**src/rtl/mem_bus_arbiter_pkg.sv**
```systemverilog
// Shared widths, counter size and FSM encoding for the memory bus arbiter.
// Extends the global address/data line parameters used across the core.
package mem_bus_arbiter_pkg;

   localparam int adlines      = 8;
   localparam int datalines    = 32;
   localparam int arbstatesize = 2;
   localparam int cntsize      = 4;

   typedef enum logic [arbstatesize-1:0] {
      ARB_IDLE   = 2'd0,
      ARB_ACCESS = 2'd1,
      ARB_RESP   = 2'd2
   } arb_state_e;

   // Strobe counter preload: the strobe is held lat cycles, counting down to 0.
   function automatic logic [cntsize-1:0] lat_preload(input int lat);
      return cntsize'(lat - 1);
   endfunction

endpackage

```
**src/rtl/mem_bus_arbiter_rr_pick.sv**
```systemverilog
// Two-input round-robin picker with optional lock hold-off.
// Purely combinational so it can be replicated for wider arbiters.
module arb_rr_pick (
   input  logic req0,
   input  logic req1,
   input  logic last_gnt,
   input  logic lock_vld,
   input  logic lock_port,
   input  logic lock_hold,
   output logic grant_valid,
   output logic winner
);

   logic pref;

   // A released lock hands the tie to the port that was held off.
   assign pref = lock_vld ? ~lock_port : ~last_gnt;

   // Choose the winner: an active lock wins, otherwise round-robin on ties.
   always_comb begin
      grant_valid = 1'b0;
      winner      = 1'b0;
      if (lock_vld && lock_hold) begin
         grant_valid = 1'b1;
         winner      = lock_port;
      end else if (req0 && req1) begin
         grant_valid = 1'b1;
         winner      = pref;
      end else if (req0) begin
         grant_valid = 1'b1;
         winner      = 1'b0;
      end else if (req1) begin
         grant_valid = 1'b1;
         winner      = 1'b1;
      end
   end

endmodule

```
**src/rtl/mem_bus_arbiter.sv**
```systemverilog
// Round-robin arbiter sharing one fixed-latency memory bus between two ports.
// Optional bus locking for read-modify-write is enabled by MEM_ARB_LOCK_EN.
module mem_bus_arbiter
   import mem_bus_arbiter_pkg::*;
#(
   parameter int adlines   = mem_bus_arbiter_pkg::adlines,
   parameter int datalines = mem_bus_arbiter_pkg::datalines,
   parameter int MEM_LAT   = 1
) (
   input  logic                 clk,
   input  logic                 rst,
   input  logic                 req0,
   input  logic                 req1,
   input  logic                 wr0,
   input  logic                 wr1,
   input  logic [adlines-1:0]   addr0,
   input  logic [adlines-1:0]   addr1,
   input  logic [datalines-1:0] wdata0,
   input  logic [datalines-1:0] wdata1,
`ifdef MEM_ARB_LOCK_EN
   input  logic                 lock0,
   input  logic                 lock1,
`endif
   output logic                 ack0,
   output logic                 ack1,
   output logic [datalines-1:0] rdata,
   output logic [adlines-1:0]   mem_addr,
   output logic                 mem_read,
   output logic                 mem_write,
   output logic [datalines-1:0] mem_wdata,
   input  logic [datalines-1:0] mem_rdata,
   output logic                 busy,
   output logic                 owner
);

   localparam logic [cntsize-1:0] CNT_INIT = lat_preload(MEM_LAT);

   arb_state_e           state_q, state_d;
   logic [cntsize-1:0]   cnt_q, cnt_d;
   logic                 last_gnt_q, last_gnt_d;
   logic                 owner_q, owner_d;
   logic                 ack0_q, ack0_d;
   logic                 ack1_q, ack1_d;
   logic [adlines-1:0]   mem_addr_q, mem_addr_d;
   logic                 mem_read_q, mem_read_d;
   logic                 mem_write_q, mem_write_d;
   logic [datalines-1:0] mem_wdata_q, mem_wdata_d;
   logic [datalines-1:0] rdata_q, rdata_d;

   logic                 grant_valid;
   logic                 winner;
   logic                 sel_wr;
   logic                 lock_vld;
   logic                 lock_port;
   logic                 lock_hold;

`ifdef MEM_ARB_LOCK_EN
   logic lock_q, lock_d;
   logic lock_port_q, lock_port_d;
   logic own_lock;

   assign lock_vld  = lock_q;
   assign lock_port = lock_port_q;
   assign lock_hold = lock_port_q ? (req1 & lock1) : (req0 & lock0);
   assign own_lock  = owner_q ? lock1 : lock0;
`else
   assign lock_vld  = 1'b0;
   assign lock_port = 1'b0;
   assign lock_hold = 1'b0;
`endif

   arb_rr_pick u_pick (
      .req0        (req0),
      .req1        (req1),
      .last_gnt    (last_gnt_q),
      .lock_vld    (lock_vld),
      .lock_port   (lock_port),
      .lock_hold   (lock_hold),
      .grant_valid (grant_valid),
      .winner      (winner)
   );

   assign sel_wr = winner ? wr1 : wr0;

   // State and datapath registers; reset drops strobes and acks at once.
   always_ff @(posedge clk or posedge rst) begin
      if (rst) begin
         state_q     <= ARB_IDLE;
         cnt_q       <= '0;
         last_gnt_q  <= 1'b1;
         owner_q     <= 1'b0;
         ack0_q      <= 1'b0;
         ack1_q      <= 1'b0;
         mem_addr_q  <= '0;
         mem_read_q  <= 1'b0;
         mem_write_q <= 1'b0;
         mem_wdata_q <= '0;
         rdata_q     <= '0;
      end else begin
         state_q     <= state_d;
         cnt_q       <= cnt_d;
         last_gnt_q  <= last_gnt_d;
         owner_q     <= owner_d;
         ack0_q      <= ack0_d;
         ack1_q      <= ack1_d;
         mem_addr_q  <= mem_addr_d;
         mem_read_q  <= mem_read_d;
         mem_write_q <= mem_write_d;
         mem_wdata_q <= mem_wdata_d;
         rdata_q     <= rdata_d;
      end
   end

`ifdef MEM_ARB_LOCK_EN
   // Lock holder registers.
   always_ff @(posedge clk or posedge rst) begin
      if (rst) begin
         lock_q      <= 1'b0;
         lock_port_q <= 1'b0;
      end else begin
         lock_q      <= lock_d;
         lock_port_q <= lock_port_d;
      end
   end
`endif

   // Next-state: grant, hold strobe for MEM_LAT cycles, then one ack cycle.
   always_comb begin
      state_d = state_q;
      unique case (state_q)
         ARB_IDLE: begin
            if (grant_valid) state_d = ARB_ACCESS;
         end
         ARB_ACCESS: begin
            if (cnt_q == '0) state_d = ARB_RESP;
         end
         ARB_RESP: begin
            state_d = ARB_IDLE;
         end
         default: begin
            state_d = ARB_IDLE;
         end
      endcase
   end

   // Datapath next values: latch the winner, capture read data, pulse ack.
   always_comb begin
      cnt_d       = cnt_q;
      last_gnt_d  = last_gnt_q;
      owner_d     = owner_q;
      ack0_d      = 1'b0;
      ack1_d      = 1'b0;
      mem_addr_d  = mem_addr_q;
      mem_read_d  = mem_read_q;
      mem_write_d = mem_write_q;
      mem_wdata_d = mem_wdata_q;
      rdata_d     = rdata_q;
`ifdef MEM_ARB_LOCK_EN
      lock_d      = lock_q;
      lock_port_d = lock_port_q;
`endif
      unique case (state_q)
         ARB_IDLE: begin
            if (grant_valid) begin
               owner_d     = winner;
               mem_addr_d  = winner ? addr1 : addr0;
               mem_wdata_d = winner ? wdata1 : wdata0;
               mem_write_d = sel_wr;
               mem_read_d  = ~sel_wr;
               cnt_d       = CNT_INIT;
            end
         end
         ARB_ACCESS: begin
            if (cnt_q == '0) begin
               if (mem_read_q) rdata_d = mem_rdata;
               mem_read_d  = 1'b0;
               mem_write_d = 1'b0;
               ack0_d      = ~owner_q;
               ack1_d      = owner_q;
               last_gnt_d  = owner_q;
            end else begin
               cnt_d = cnt_q - cntsize'(1);
            end
         end
         ARB_RESP: begin
         end
         default: begin
         end
      endcase
`ifdef MEM_ARB_LOCK_EN
      // Holder let go: drop the lock and make it the last grantee.
      if ((state_q == ARB_IDLE) && lock_q && !lock_hold) begin
         lock_d     = 1'b0;
         last_gnt_d = lock_port_q;
      end
      // Completion with lock high keeps the bus and freezes round-robin.
      if ((state_q == ARB_ACCESS) && (cnt_q == '0)) begin
         lock_d      = own_lock;
         lock_port_d = owner_q;
         if (own_lock) last_gnt_d = last_gnt_q;
      end
`endif
   end

   assign ack0      = ack0_q;
   assign ack1      = ack1_q;
   assign rdata     = rdata_q;
   assign mem_addr  = mem_addr_q;
   assign mem_read  = mem_read_q;
   assign mem_write = mem_write_q;
   assign mem_wdata = mem_wdata_q;
   assign owner     = owner_q;
   assign busy      = (state_q != ARB_IDLE);

endmodule

```
**config.mk**
```make
export PLATFORM = sky130hd
export DESIGN_NAME = mem_bus_arbiter
export DESIGN_NICKNAME = d
export VERILOG_FILES = /design/src/rtl/mem_bus_arbiter_pkg.sv /design/src/rtl/mem_bus_arbiter_rr_pick.sv /design/src/rtl/mem_bus_arbiter.sv
export SDC_FILE = /design/constraint.sdc
export NUM_CORES = 1
export LEC_CHECK = 0
export ABC_AREA = 1
export ABC_CLOCK_PERIOD_IN_PS = 2800
export BUFFER_PORTS_ARGS = -buffer_cell sky130_fd_sc_hd__buf_4
export CAP_MARGIN = 20
export CORE_ASPECT_RATIO = 2
export CORE_MARGIN = 8
export CORE_UTILIZATION = 45
export CTS_CLUSTER_DIAMETER = 120
export DETAILED_ROUTE_END_ITERATION = 10
export HOLD_SLACK_MARGIN = 0.15
export PLACE_DENSITY = 0.8
export RECOVER_POWER = 100
export SLEW_MARGIN = 25
export SYNTH_ARGS = -nofsm -noshare
export SYNTH_HDL_FRONTEND = slang
export SYNTH_HIERARCHICAL = 1
export SYNTH_SLANG_ARGS = --single-unit
```
**constraint.sdc**
```tcl
create_clock -name clk -period 2.8 [get_ports clk]
set_input_delay 0.42 -clock clk [delete_from_list [all_inputs] [get_ports clk]]
set_output_delay 0.42 -clock clk [all_outputs]
set_load 0.02 [all_outputs]
```
After elaboration in Yosys (flattened, before gate mapping)
Index checks and enable logic that the tools add are counted.

Register bits: 84. Latch bits: 0. Memory bits (writable): 0. ROM bits: 0. Output and inout bits: 78. Word-level logic and storage cells: 53. Memories: 0.

Add/subtract/negate cells: 1. Multipliers: 0. Div/mod/pow operators: 0. Magnitude comparators: 0. Equal/unequal tests: 4. Shifts and indexed selects: 0. Muxes and demuxes: 23. Bitwise logic cells: 3. Reductions and logical operators: 11.

Operators by type and width (count): two-way mux 32 bit (1); two-way mux 1 bit (13); AND reduction 3 bit (3); two-way mux 4 bit (2); two-way mux 8 bit (1); one-hot mux 4 bit (2 select lines) (1); != test 2 bit, second input constant (3); AND reduction 2 bit (3); logical NOT 4 bit (1); two-way mux 2 bit (2); one-hot mux 1 bit (2 select lines) (2); one-hot mux 2 bit (2 select lines) (1); nonzero test 2 bit (2); subtractor 4 x 1 -> 4 bit, second input constant (1); NOT 1 bit (3); equality test 2 x 1 -> 1 bit, second input constant (1); logical NOT 2 bit (1); logical AND 1 bit (1).

Longest topological paths before layout
Gate-level depths: netlist of run 1.

Depth in word-level cells: 7. Mapped depth: 11. Depth with buffers taken out: 10.

Cells and area by module
The synthesis of run 1 kept the hierarchy.

Modules (own cells, without submodules): mem_bus_arbiter (instances 1, cells an instance 419, area an instance 3652.3 µm²); arb_rr_pick (instances 1, cells an instance 15, area an instance 57.6 µm²).

Worst setup path before layout of run 1
Ideal clock, no wire load.

Kind: reg2reg. Start point: register last_gnt_q. End point: register mem_addr_q[0], in the netlist mem_addr[0]. Setup time: 0.082 ns. Arrival time: 1.296 ns. Data required time: 2.718 ns. Setup slack: 1.422 ns. Stages on the path, launching flop included: 11. Path buffers: 2. Period minus slack after synthesis: 1.378 ns. Cells stage by stage: dfstp_2 -> inv_1 -> nand2_1 -> nand3_1 -> nand2_1 -> nand2_1 -> buf_2 -> clkinv_1 -> buf_2 -> nand2_1 -> a31oi_1.

Longest elaborated chain between the ends: 3.

RTL lines: from (decl) (line mem_bus_arbiter.sv:40) `logic last_gnt_q, last_gnt_d;`; from (signal assigned) (line mem_bus_arbiter.sv:102) `last_gnt_q <= last_gnt_d;`; NOT 1 bit (line mem_bus_arbiter_rr_pick.sv:17) `assign pref = lock_vld ? ~lock_port : ~last_gnt;`; two-way mux 1 bit (line mem_bus_arbiter_rr_pick.sv:26) `end else if (req0 && req1) begin`; via winner (line mem_bus_arbiter.sv:51) `logic winner;`; two-way mux 8 bit (line mem_bus_arbiter.sv:166) `mem_addr_d = winner ? addr1 : addr0;`; to (signal assigned) (line mem_bus_arbiter.sv:106) `mem_addr_q <= mem_addr_d;`; to (decl) (line mem_bus_arbiter.sv:44) `logic [adlines-1:0] mem_addr_q, mem_addr_d;`.

The timed path passes the listed nets, and every way through them passes these cells. A chain may end at the register's enable or synchronous reset.

Worst setup path after layout of run 1
Start point: register last_gnt_q. End point: register mem_wdata_q[22], in the netlist mem_wdata[22].

Longest elaborated chain between the ends: 3.

RTL lines: NOT 1 bit (line mem_bus_arbiter_rr_pick.sv:17); two-way mux 1 bit (line mem_bus_arbiter_rr_pick.sv:26); via winner (line mem_bus_arbiter.sv:51); two-way mux 32 bit (line mem_bus_arbiter.sv:167) `mem_wdata_d = winner ? wdata1 : wdata0;`; to (signal assigned) (line mem_bus_arbiter.sv:109) `mem_wdata_q <= mem_wdata_d;`; to (decl) (line mem_bus_arbiter.sv:47) `logic [datalines-1:0] mem_wdata_q, mem_wdata_d;`.

The timed path passes the listed nets, and every way through them passes these cells.

==> results of run 1 <==
[worst min path at each step]
stage	end	slack [ns]	depth (start not counted)
floorplan	last_gnt_q	0.48	2
global placement	rdata[15]	0.46	2
detailed placement	rdata[4]	0.46	2
CTS	rdata[6]	0.30	3
global route	rdata[21]	0.31	3
finish	rdata[6]	0.32	3
[Yosys cell counts (all sizes together)]
cell type    n  area [um2]
inv         14        55.1
clkbuf       6        22.5
dfrtp       83        2080
dfstp        1        26.3
nand2      165         627
ha           2        25.0
xor2         1        8.76
conb         1        3.75
a31oi       40         250
nand4        1        6.26
buf         21         144
nand3       40         225
nor2        52         205
clkinv       1        3.75
o21ai        5        25.0
nor3         1        5.00
[report_power, final]
group,internal (W),switching [W]
logic,0.000801,0.00190
registers,0.00182,0.000337
clock network,0.000805,0.000455
total,0.00343,0.00269
[flip-flops by register name (all words and copies together), names as in the netlist]
signal and count:
ack1 1, cnt_q 4, mem_read 1, mem_write 1
mem_wdata 32, ack0 1, state_q 2, last_gnt_q 1
mem_addr 8, rdata 32, owner 1
[cell type report]
cell class | instances | area share [%]
clock buffer | 12 | 4.73
tap | 98 | 2.35
multi-input combinational | 313 | 26.5
clock inverter | 4 | 1.39
sequential | 84 | 40.4
timing repair buffer | 201 | 23.5
inverter | 15 | 1.13
[cell families (layout without fill, tap and decap cells)]
logic type	after synthesis	after routing	share of synthesized area (%)
AND/OR/NAND/NOR	259	259	28.8
flip-flops	84	84	56.7
AO/OA/AOI/OAI	45	45	7.42
buffers and inverters	42	232	6.07
adder cells (fa/ha/maj)	2	2	0.674
other	1	6	0.101
XOR/XNOR	1	1	0.236
[metrics by stage]
stage | worst slack (ns) | utilization, % | cells
after floorplan | 0.217 | - | 439
after global placement | 0.577 | 64.2 | 711
after detailed placement | 0.536 | 64.2 | 711
after CTS | 0.651 | 68.1 | 727
after global routing | 0.210 | 64.2 | 727
final | 0.646 | 64.2 | 727
[critical path, stage by stage (launching register included)]
cell and delay (ns):
dfstp_1 0.36, inv_1 0.05, nand2_1 0.04, nand3_1 0.06
nand2_1 0.05, nand2_1 0.08, clkinv_1 0.68, clkbuf_1 0.44
nand2_1 0.12, a31oi_1 0.10
[routing by layer]
| layer | track usage, % | part of all wire (%) |
|---|---|---|
| met3 | 7.97 | 11 |
| met2 | 28.9 | 48 |
| met5 | 0 | 0 |
| met4 | 5.60 | 0.59 |
| met1 | 23.6 | 41 |
==> out/results.txt, run 1 <==
headroom to the max-slew limit: -43.3%
register clock-pin slew on the reported worst setup and hold paths: 0.06 ns
timing endpoint of the critical path: mem_wdata[22]
Area Overhead vs Synth: 40.5%
number of global-route vias before repair: 3530
Avg Cell Area, Syn: 8.55 um2
Setup violations, final: 0
Worst Path Max Fanout: 32
Worst Hold Class: input pin to register
most common cell after layout, fill and taps aside: nand2_1
CTS tree: built
Synth Register Bits: 84
Die H: 144 um
critical path class: register to register
worst hold margin: 0.315 ns
Critical R2R Launch: last_gnt_q
Design Area, Final: 0.00521 mm2
DRT Pass-1 Iters: 4
Final Power: 0.00612 W
RR Endpoint: mem_wdata[22]
vias per cell: 4.89
Storage cell area: 0.00210 mm2
clk_lat worst skew: 0.33 ns
nets: 744
largest net degree at the start of global routing: 59
Peak VDD IR: 0.000554 V
initial antenna violation count: 0
Distinct cells, synth: 25
CTS resizes: 0
GRT Total Usage: 18.9%
RSZ-0062 raised after global routing: no
GRT overflow: 0
Port Buf Inserts: 195
via count: 3556
# rows: 47
WP data required: 2.96 ns
period utilisation layout: 76.9%
multi-input logic area: 0.00138 mm2
Placed Area: 0.00521 mm2
status: finished, violations left
clock skew: 0.00658 ns
Worst Setup SP: last_gnt_q
H-tree depth: 3
reg2reg setup slack: 0.65 ns
total die area: 0.0116 mm2
total clock sinks: 84
die width: 80.2 um
Detail Placement HPWL: 8380 um
Routed Antenna Nets: 0
Fin Setup TNS: 0 ns
Worst Setup Start Kind: register
post-layout min period: 2.15 ns
Hold Startpoint: mem_rdata[6]
Routed WL: 11100 um
core footprint: 0.00812 mm2
RePlAce Congestion: 0.820
total CTS buffers: 9
Ports: 196
fraction of layout cells with a size suffix above 1: 22.9%
DR DRC count: 0
Max Cap Violations: 1
Layout fillers: 764
CTS Hold Bufs: 0
Syn Inst Count: 434
most frequent cells in the layout: nand2_1 (164), buf_4 (120), dfrtp_1 (83)
Max Clk Rate: 464 MHz
first-pass GRT wire length: 17300 um
Tightest Pin Transition: 2.15 ns
PD cells: 1170 mW/mm2
Hold Fails Final Rpt: 0
antenna cells: 0
R2R depth: 9
LEAKAGE: 2.59 nW
Seq/Total Area, Yosys: 56.7%
setup bufs post-CTS: 0
drt initial violations: 184
Arr. time, crit path: 2.32 ns
failing checks: capacitance limit, slew limit
clock buffer depth: 2
wire per inst: 15.2 um
Final Max Slew Viols: 59
Post-Syn Area: 0.00371 mm2
Worst Setup End Kind: register
CTS root buffer: clkbuf_16
Synthesis Warnings: 6
starting density of the core: 45.7%
Note: power is estimated with default switching activity, not from simulation.
==> inputs of run 2 (changes only) <==
ABC_AREA = 0   (was 1)
ABC_CLOCK_PERIOD_IN_PS = 1800   (was 2800)
CORE_UTILIZATION = 41   (was 45)
PLACE_DENSITY = 0.76   (was 0.8)
clock period = 1.8 ns   (was 2.8 ns; I/O delays follow)
==> run 2 against run 1 <==
The run ends with setup timing left. Synthesized area up 4.1%. Final area up 9.1%. Synthesized cell count down 30%. Register-to-register slack worse by 0.66 ns. Global-route usage down 0.85 points. Worst setup slack worse by 0.66 ns. Core utilization down 2.8 points. Critical path type unchanged.
==> out/results.txt, run 2 <==
clk_lat worst skew: 0.34 ns
Layout fillers: 812
nets: 648
RePlAce Congestion: 0.816
first-pass GRT wire length: 18400 um
wire per inst: 18.6 um
Max Cap Violations: 0
via count: 3172
met2 track demand over resource: 31.6%
Worst Setup End Kind: register
Synthesis Warnings: 6
core footprint: 0.00926 mm2
Hold Startpoint: mem_rdata[14]
Tightest Pin Transition: 0.725 ns
most common cell after layout, fill and taps aside: buf_4
DRT Pass-1 Iters: 4
Ports: 196
CTS root buffer: clkbuf_16
number of global-route vias before repair: 3514
Syn Inst Count: 305
share of the synthesized area in the top cell type: 53.8%
fraction of layout cells with a size suffix above 1: 38.3%
Seq/Total Area, Yosys: 54.5%
DR DRC count: 0
total die area: 0.0130 mm2
# rows: 50
antenna cells: 0
Distinct cells, synth: 39
Detail Placement HPWL: 8780 um
CTS tree: built
total clock sinks: 84
worst hold margin: 0.163 ns
GRT Total Usage: 18.1%
RSZ-0062 raised after global routing: yes
critical path class: register to register
Post-Syn Area: 0.00386 mm2
ys flop type: dfrtp_1
vias per cell: 4.98
Fin Setup TNS: -0.0149 ns
WP data required: 2.02 ns
clock buffer depth: 2
Avg Cell Area, Syn: 12.7 um2
die width: 84.6 um
PnR worst setup slack: -0.0128 ns
initial antenna violation count: 0
area leader, netlist: dfrtp_1
Hold Fails Final Rpt: 0
async set-or-reset flop fraction in the synthesized netlist: 100%
most common cell in the synthesized netlist: dfrtp_1
Storage cell area: 0.00210 mm2
drt initial violations: 94
register clock-pin slew on the reported worst setup and hold paths: 0.07 ns
Routed WL: 11900 um
Area Overhead vs Synth: 47.3%
met3 Resource Use GR: 6.55%
status: finished, violations left
Max Clk Rate: 552 MHz
period utilisation layout: 101%
Synth Register Bits: 84
synth top area cells: dfrtp_1 (54%), mux2_4 (12%), mux2i_1 (11%)
LEAKAGE: 2.76 nW
total CTS buffers: 9
PD cells: 1670 mW/mm2
most frequent cells in the layout: buf_4 (126), dfrtp_1 (83), clkbuf_1 (77)
post-layout min period: 1.81 ns
most instantiated cells after synthesis: dfrtp_1 (83), nand2_1 (48), mux2i_1 (41)
busiest layer in global routing: met2
GRT overflow: 0
H-tree depth: 3
Critical R2R Launch: cnt_q[1]
starting density of the core: 41.7%
multi-input logic area: 0.00163 mm2
Arr. time, crit path: 2.03 ns
clock skew: 0.00977 ns
largest net degree at the start of global routing: 55
headroom to the max-slew limit: 51.4%
Worst Hold Class: input pin to register
Routed Antenna Nets: 0
Worst Setup Start Kind: register
Post-synth EDFFs: 0
Port Buf Inserts: 195
failing checks: setup timing
Peak VDD IR: 0.00106 V
Final Max Slew Viols: 0
Worst Path Max Fanout: 8
Setup violations, final: 3
Die H: 153 um
Worst Setup SP: cnt_q[1]
GR Util met1: 18.4%
==> run 2: cell types whose count changed after synthesis, moves of 7 or more <==
cell | before | now
o21ai_1 | 0 | 38
inv_1 | 10 | 3
a31oi_1 | 40 | 0
nand3_1 | 38 | 6
mux2_4 | 0 | 30
mux2i_1 | 0 | 41
nand2_1 | 164 | 48
nor2_1 | 50 | 0
==> run 2: stage by stage <==
| step | power (W) | util [%] | cell area (um2) | cells | setup slack (ns) |
|---|---|---|---|---|---|
| floorplan | 0.00637 | - | 3890 | 313 | 0.0440 |
| global placement | 0.00830 | 59.4 | 5500 | 605 | 0.0464 |
| detailed placement | 0.00843 | 59.4 | 5500 | 605 | -0.0498 |
| CTS | 0.0103 | 63.5 | 5880 | 628 | 0.00681 |
| global route | 0.0101 | 61.4 | 5690 | 637 | -0.0653 |
| finish | 0.00951 | 61.4 | 5690 | 637 | -0.0128 |
==> run 2: worst paths after layout <==
| kind | endpoint | slack [ns] | depth (start not counted) |
|---|---|---|---|
| setup / recovery | rdata[22] | -0.01 | 6 |
| hold / removal | rdata[14] | 0.16 | 2 |
| setup reg to reg | rdata[22] | -0.01 | 6 |
| hold reg to reg | mem_wdata[14] | 0.48 | 2 |
| max in group asynchronous | last_gnt_q | 0.20 | 4 |
| min in group asynchronous | rdata[3] | 0.59 | 3 |
==> run 2: final cells by class <==
type                    instances  share of cell area (%)
clock inverters                 7                   0.990
well taps                     104                    2.29
clock buffers                   9                    3.96
multi-input cells             206                    28.6
flip-flops and latches         84                    37.0
inverters                       3                   0.220
repair buffers                224                    26.9
==> run 2: report_power, final <==
group	switching, W	total (W)	internal, W
combinational	0.00265	0.00445	0.00180
clock	0.000784	0.00174	0.000954
sequential	0.000531	0.00333	0.00280
total	0.00396	0.00951	0.00555
==> run 2: critical path: stages (launching register included) <==
cell and delay, ns:
dfrtp_1 0.43, inv_2 0.10, ha_4 0.13, nor3b_4 0.20
and3_4 0.33, clkbuf_16 0.20, mux2_4 0.30
==> run 2: metal layers <==
layer	vias up	wire, um
li1	1492	-
met1	1497	4300
met2	157	6390
met3	26	810
met4	0	373
met5	-	0
==> run 2: cell families after synthesis <==
family / count (synthesis) / share of synthesized area [%]
other: 1 / 0.0971
AOI/OAI and AO/OA: 47 / 6.51
buffers and inverters: 23 / 5.06
DFF: 84 / 54.5
adders and majority gates: 2 / 0.648
muxes: 74 / 23.2
and+or+nand+nor: 74 / 10.0
==> run 2: timing repair <==
| action | 4_1_cts | 5_1_grt |
|---|---|---|
| pin swaps | 1 | 2 |
| hold endpoints to repair | 19 | 4 |
| hold buffers | 6 | 4 |
| setup buffers | 0 | 3 |
| gates cloned | 1 | 2 |
| gates resized for setup | 5 | 4 |
| setup endpoints to repair | 33 | 32 |
==> inputs of run 3 (changes only) <==
CORE_UTILIZATION = 43   (was 41)
CTS_BUF_LIST = sky130_fd_sc_hd__clkbuf_8   (was unset)
PLACE_DENSITY = 0.79   (was 0.76)
SLEW_MARGIN = unset   (was 25)
==> run 3 against run 2 <==
Largest cell class unchanged. Via count rose by 3.2%. The flow now finishes without violations. Hold slack improved by 0.021 ns. Global-route usage up 1.4 points.
==> out/results.txt, run 3 (synthesis results as in run 2) <==
status: complete, no violations
PD cells: 1600 mW/mm2
GRT Total Usage: 19.4%
nets: 671
most common cell after layout, fill and taps aside: buf_4
Routed WL: 12400 um
clk_lat worst skew: 0.35 ns
Final Max Slew Viols: 0
total clock sinks: 84
worst hold margin: 0.185 ns
DRT Pass-1 Iters: 4
vias per cell: 4.98
Hold Startpoint: wdata0[20]
Peak VDD IR: 0.000938 V
Die H: 150 um
Routed Antenna Nets: 0
DR DRC count: 0
CP top delay family: simple AND/OR/NAND/NOR gates
headroom to the max-slew limit: 29.2%
initial antenna violation count: 0
starting density of the core: 43.4%
CTS root buffer: clkbuf_8
Worst Setup SP: cnt_q[1]
Post-Route Utilization: 65.2%
Tightest Pin Transition: 1.06 ns
WP buf/inv: 2
Ports: 196
Worst Path Max Fanout: 11
Layout fillers: 746
Setup violations, final: 0
Slowest-stage cell, CP: dfrtp_1
H-tree depth: 3
Final Power: 0.00930 W
LEAKAGE: 2.81 nW
# rows: 49
wire per inst: 18.8 um
CTS tree: built
most frequent cells in the layout: buf_4 (125), dfrtp_1 (83), clkbuf_1 (78)
core footprint: 0.00889 mm2
CP max stage delay: 0.40 ns
RePlAce Congestion: 0.809
largest net degree at the start of global routing: 50
first-pass GRT wire length: 19500 um
GRT overflow: 0
Arr. time, crit path: 1.99 ns
WP data required: 2.03 ns
Worst Setup End Kind: register
clock buffer depth: 2
number of global-route vias before repair: 3737
via count: 3275
Cells after DPL: 607
drt initial violations: 129
clock skew: 0.0126 ns
post-layout min period: 1.76 ns
antenna cells: 0
critical path class: register to register
Port Buf Inserts: 195
Critical R2R Launch: cnt_q[1]
Max Cap Violations: 0
Worst Setup Start Kind: register
total CTS buffers: 9
die width: 83.0 um
Worst Hold Class: input pin to register
Hold Fails Final Rpt: 0
register clock-pin slew on the reported worst setup and hold paths: 0.09 ns
total die area: 0.0125 mm2
fraction of layout cells with a size suffix above 1: 36.3%
CP cell instances: inv_1 -> ha_2 -> nor3b_2 -> and3_4 -> buf_12 -> mux2_2
Layout Cells excl Fill: 658
Area Overhead vs Synth: 50.2%
period utilisation layout: 97.9%
Detail Placement HPWL: 9080 um
Max Clk Rate: 568 MHz
==> run 3: changes by cell type in the layout (fill, tap and decap cells not counted), moves of 2 or more <==
| cell | before | now |
|---|---|---|
| inv_6 | 4 | 0 |
| dlygate4sd3_1 | 10 | 33 |
| bufinv_16 | 0 | 2 |
| mux2_4 | 32 | 30 |
| clkbuf_4 | 3 | 1 |
| clkbuf_8 | 0 | 10 |
| o21ai_1 | 38 | 30 |
| mux2_2 | 1 | 3 |
| buf_6 | 0 | 2 |
| clkbuf_16 | 11 | 1 |
| o21ai_0 | 4 | 12 |
==> run 3: path summary, 6_finish.rpt <==
| path | endpoint | slack [ns] | cells after the start |
|---|---|---|---|
| max | rdata[31] | 0.04 | 6 |
| min | mem_wdata[20] | 0.18 | 3 |
| max reg2reg | rdata[31] | 0.04 | 6 |
| min reg2reg | mem_wdata[10] | 0.49 | 2 |
| max in group asynchronous | ack0 | 0.27 | 4 |
| min in group asynchronous | mem_wdata[6] | 0.71 | 3 |
==> run 3: what timing repair did <==
item / in CTS / in global routing
endpoints found under the setup margin: 5 / 34
cloned: 0 / 1
gates resized for setup: 2 / 2
hold buffers: 33 / 0
pin swaps: 0 / 1
setup buffers: 0 / 1
endpoints found under the hold margin: 51 / 0
==> run 3: area by class of cell <==
class / count / area [um2] / share of cell area [%]
Sequential cell: 84 / 2100 / 36.3
Timing Repair Buffer: 247 / 1730 / 29.8
Multi-Input combinational cell: 206 / 1600 / 27.6
Clock buffer: 10 / 138 / 2.37
Tap cell: 102 / 128 / 2.20
Clock inverter: 6 / 87.6 / 1.51
Inverter: 3 / 12.5 / 0.216
==> run 3: through the flow <==
step	setup slack, ns	instance area, um2	setup TNS, ns
after CTS	0.00329	6090	0
after global routing	-0.00370	5800	-0.00370
after floorplan	0.0440	3890	0
after global placement	0.0841	5530	0
after detailed placement	-0.0102	5530	-0.0230
final	0.0380	5800	0
==> run 3: layer usage <==
layer / up-vias / GRT usage (%) / wire length (um) / part of all wire (%)
met4: 0 / 8.32 / 296 / 2.4
li1: 1533 / - / - / -
met5: - / 0 / 0 / 0
met2: 133 / 34.5 / 6750 / 55
met3: 22 / 6.43 / 783 / 6.3
met1: 1587 / 20.3 / 4540 / 37
==> run 3: report_power, final <==
part	switching [W]	leakage, nW	internal, W
logic	0.00269	1.67	0.00177
clock network	0.000671	0.116	0.000820
registers	0.000558	1.03	0.00279
total	0.00392	2.81	0.00538
==> run 3: tightest hold or removal path, stage by stage <==
cell	delay (ns)
buf_4	0.07
mux2i_1	0.05
o21ai_1	0.10
